==> src/rtl/sync_fifo_ext.sv <==
// sync_fifo_ext: parametrised single-clock FIFO with count, thresholds, flush and sticky errors; define SYNC_FIFO_FWFT_EN for first-word-fall-through reads
module sync_fifo_ext #(
  parameter int WIDTH    = 8,
  parameter int DEPTH    = 16,
  parameter int AF_LEVEL = 14,
  parameter int AE_LEVEL = 2
) (
  input  logic                       clk,
  input  logic                       rst,
  input  logic                       clr,
  input  logic [WIDTH-1:0]           data_i,
  input  logic                       en_w,
  input  logic                       en_r,
  output logic [WIDTH-1:0]           data_o,
  output logic                       ack_w,
  output logic                       ack_r,
  output logic                       full,
  output logic                       empty,
  output logic                       almost_full,
  output logic                       almost_empty,
  output logic [$clog2(DEPTH):0]     count,
  output logic                       overflow,
  output logic                       underflow
);
  localparam int AW = $clog2(DEPTH);
  localparam int CW = AW + 1;
  localparam logic [CW-1:0] DEPTH_C = CW'(DEPTH);
  localparam logic [CW-1:0] AF_C    = CW'(AF_LEVEL);
  localparam logic [CW-1:0] AE_C    = CW'(AE_LEVEL);

  if (DEPTH < 2 || (DEPTH & (DEPTH - 1)) != 0) begin : g_bad_depth
    $error("sync_fifo_ext: DEPTH must be a power of two >= 2");
  end
  if (AF_LEVEL < 1 || AF_LEVEL > DEPTH) begin : g_bad_af
    $error("sync_fifo_ext: AF_LEVEL out of range 1..DEPTH");
  end
  if (AE_LEVEL < 0 || AE_LEVEL > DEPTH - 1) begin : g_bad_ae
    $error("sync_fifo_ext: AE_LEVEL out of range 0..DEPTH-1");
  end

  logic [WIDTH-1:0] mem [DEPTH];
  logic [AW-1:0]    wr_ptr, rd_ptr;
  logic [CW-1:0]    cnt_nxt;
  logic             ra, wa;

  // flush wins over both requests, so neither side is accepted on a clr cycle
  assign ra = en_r & ~empty & ~clr;
  assign wa = en_w & (~full | ra) & ~clr;

  // occupancy after this edge; flags are registered from it so they match count
  always_comb
    cnt_nxt = clr ? '0 : (wa && !ra) ? count + 1'b1 : (ra && !wa) ? count - 1'b1 : count;

  // storage is not reset or flushed; only the pointers define valid contents
  always_ff @(posedge clk)
    if (wa) mem[wr_ptr] <= data_i;

  // pointers, occupancy, flags, write ack and sticky error state
  always_ff @(posedge clk or posedge rst)
    if (rst) begin
      wr_ptr       <= '0;
      rd_ptr       <= '0;
      count        <= '0;
      full         <= 1'b0;
      empty        <= 1'b1;
      almost_full  <= 1'b0;
      almost_empty <= 1'b1;
      ack_w        <= 1'b0;
      overflow     <= 1'b0;
      underflow    <= 1'b0;
    end else begin
      wr_ptr       <= clr ? '0 : wa ? wr_ptr + 1'b1 : wr_ptr;
      rd_ptr       <= clr ? '0 : ra ? rd_ptr + 1'b1 : rd_ptr;
      count        <= cnt_nxt;
      full         <= cnt_nxt == DEPTH_C;
      empty        <= cnt_nxt == '0;
      almost_full  <= cnt_nxt >= AF_C;
      almost_empty <= cnt_nxt <= AE_C;
      ack_w        <= wa;
      overflow     <= ~clr & (overflow | (en_w & ~wa));
      underflow    <= ~clr & (underflow | (en_r & empty));
    end

`ifdef SYNC_FIFO_FWFT_EN
  assign data_o = empty ? '0 : mem[rd_ptr];
  assign ack_r  = ra;
`else
  // registered read port: data_o is captured on the accepting edge and held otherwise
  always_ff @(posedge clk or posedge rst)
    if (rst) begin
      data_o <= '0;
      ack_r  <= 1'b0;
    end else begin
      ack_r <= ra;
      if (ra) data_o <= mem[rd_ptr];
    end
`endif
endmodule

==> config.mk <==
export PLATFORM = sky130hd
export DESIGN_NAME = sync_fifo_ext
export DESIGN_NICKNAME = d
export VERILOG_FILES = /design/src/rtl/sync_fifo_ext.sv
export SDC_FILE = /design/constraint.sdc
export NUM_CORES = 1
export LEC_CHECK = 0
export ABC_AREA = 1
export CAP_MARGIN = 20
export CORE_ASPECT_RATIO = 1.5
export CORE_UTILIZATION = 45
export DETAILED_ROUTE_END_ITERATION = 6
export HOLD_SLACK_MARGIN = 0.05
export PLACE_DENSITY = 0.59
export SLEW_MARGIN = 10
export SYNTH_ARGS = -nofsm -noshare
export SYNTH_HDL_FRONTEND = slang
export SYNTH_SLANG_ARGS = --single-unit
==> constraint.sdc <==
create_clock -name clk -period 2.67 [get_ports clk]
set_clock_uncertainty 0.1 [all_clocks]
set_input_delay 0.6675 -clock clk [delete_from_list [all_inputs] [get_ports clk]]
set_output_delay 0.6675 -clock clk [all_outputs]
set_load 0.01 [all_outputs]
==> flow_summary.ini <==
[finish]
fillCellCount = 1252
diodes = 0
register_area_um2 = 4573
final_nets = 674
area_delta_synth_final_pct = 20.82
drive_gt1_frac = 0.1274
multi_input_area_um2 = 1769

[detailed_routing]
drt_iter0_drc = 303
drc = 0
vias = 4493
routed_via_density = 5.231
wl_per_cell_um = 18.76
drt_first_pass_iters = 5
drt-total-wl_mm = 16.11
ant_nets = 0

[power]
switchingPower_mw = 1.761
p_int_mw = 4.810
switching_share = 0.2680
ir_drop_mv = 0.4121
total_power_mw = 6.572
pwr-share-comb = 0.163
power_frac_seq = 0.435
p_leak_nw = 3.123
p_per_area_nw_per_um2 = 825.1
p_clk_frac = 0.402

[clocking]
cts_buffers = 17
postCtsSetupRepairBufs = 0
ctsResizeCount = 0
cts_root_buf = clkbuf_16
cts_tree = built
clk_latency_ns = 0.42
clock-sinks = 157
cts_htree_levels = 4
hold_buffers = 0
cts_buffer_depth = 2
clk_pin_slew_ns = 0.06

[floorplan]
dieArea_um2 = 15150
die_width_um = 100.8
die_y_um = 150.2
rows = 53
initial_core_util = 0.4646
core_area_um2 = 14190
ios = 34

[placement]
post-place-ws_ns = 0.04978
port-buffer-count = 33
gp_congestion = 0.9933
dp_hpwl_mm = 10.68

[timing]
fin_hold_ws_ns = 0.4144
drv_slew = 0
finalHoldViolations = 0
rsz0062_at_grt = no
fmax_mhz = 443.4
fin_crit_sh = 0.8447
relSlewSlack = 0.5597
tightest_slew_ns = 0.6605
tns_ns = 0
fin_crit_ns = 2.255
worst_slack_ns = 0.4148
setup_viol = 0

[grt]
grt_use_total = 0.2312
grt_pass1_vias = 4547
grt_max_degree = 66
grt_pass1_wl_mm = 24.81
antenna_found_initial = 0
overflow = 0

[yosys]
ys_ff_latch = 157
yosysTopAreaCellShare = 0.5830
synthTopCellsByCount = nand2_1 (190), edfxtp_1 (128), nand3_1 (105), dfrtp_1 (27), inv_1 (23)
ys_types = 29
synth_async_sr_flop_share = 0.1847
yosysMostFrequentCell = nand2_1
synth_flop_cell = edfxtp_1
synth_area_leader_cell = edfxtp_1
syn_inst = 593
yosysWarnings = 0
syn-mean-instance-area_um2 = 11.12
syn_nets = 613
syn_area_um2 = 6593
synth-seq-area-share = 0.6935
synth_area_leaders = edfxtp_1 (58%), nand2_1 (11%), dfrtp_1 (10%), nand3_1 (8.0%), ha_1 (1.3%)
synth-edff-count = 128

[worst_setup_path]
cpMaxStageDelayCell = clkdlybuf4s50_1
critical_path_arrival_ns = 1.49
critPathTopFamily = buffers and inverters
path_cells = clkdlybuf4s50_1
required_ns = 1.90
crit_path_end_kind = primary output
path_class = reg2out
cp_max_fo = 8
cp_num_buf_inv = 1
start_kind = flip-flop
critPathMaxStageDelay_ns = 0.59

[status]
outcome = finished clean

[run]
max-cap-violations = 0

[min_path]
min_path_type = reg2reg
## path summary, 6_finish.rpt
kind	start	end	slack (ns)	depth (start not counted)
setup reg to reg	rd_ptr[0]	data_o[3]	0.73	7
hold reg to reg	underflow	underflow	0.41	2
hold / removal	underflow	underflow	0.41	2
max in group asynchronous	rst	almost_empty	1.64	3
setup / recovery	count[2]	count[2]	0.41	1
min in group asynchronous	rst	ack_r	0.51	3
## stage by stage
stage	area [um^2]	utilization	cells
global placement	7310	0.5151	827
CTS	7965	0.5613	859
detailed placement	7310	0.5151	827
global route	7965	0.5613	859
floorplan	6593	-	593
finish	7965	0.5613	859
## final cells by class
class / count / area share
Inverter: 29 / 0.01398
Timing Repair Buffer: 71 / 0.07729
Multi-Input combinational cell: 378 / 0.2221
Tap cell: 192 / 0.03016
Clock inverter: 15 / 0.02890
Clock buffer: 17 / 0.05341
Sequential cell: 157 / 0.5741
## state kept, by name (all words and copies together) (netlist names)
signal,cells
mem,128
data_o,8
count,5
rd_ptr,4
wr_ptr,4
ack_r,1
ack_w,1
almost_empty,1
almost_full,1
empty,1
full,1
overflow,1
underflow,1
## kinds of logic after synthesis
family,Yosys count,synth area share
and+or+nand+nor,334,0.2202
DFF,157,0.6935
buffers and inverters,58,0.03815
AOI/OAI and AO/OA,33,0.02961
adders and majority gates,7,0.01328
xor gates and xnor gates,4,0.005315
## routing by layer
| metal | routed length (um) | vias to the layer above | global-route usage |
|---|---|---|---|
| met3 | 594 | 31 | 0.04178 |
| li1 | - | 2164 | - |
| met1 | 6323 | 2163 | 0.2647 |
| met2 | 8755 | 135 | 0.4151 |
| met4 | 439 | 0 | 0.1087 |
| met5 | 0 | - | 0 |
## power groups by stage
stage | logic, mW | registers (mW) | clock network [mW]
after floorplan | 0.585 | 2.93 | 0
after global placement | 1.07 | 2.91 | 0
after detailed placement | 1.08 | 2.91 | 0
after CTS | 1.08 | 2.86 | 2.68
after global routing | 1.18 | 2.87 | 2.77
final | 1.07 | 2.86 | 2.64
## cells in the final DEF, fill, tap and decap left out, drive strengths merged
cell type | synthesis | routed
o21ai | 10 | 10
clkinv | 1 | 6
nor3 | 11 | 11
edfxtp | 128 | 128
dfstp | 2 | 2
clkdlybuf4s50 | 0 | 33
nand4 | 1 | 1
buf | 19 | 38
inv | 28 | 33
clkinvlp | 0 | 1
xnor2 | 2 | 2
nor4 | 1 | 1
or2 | 1 | 1
xor2 | 2 | 2
nand2 | 192 | 192
a2bb2oi | 8 | 8
ha | 7 | 7
clkbuf | 10 | 17
nand3 | 107 | 107
dfrtp | 27 | 27
bufinv | 0 | 4
nor2 | 21 | 21
a21oi | 15 | 15
No activity file was read; power rests on OpenSTA's default activity.
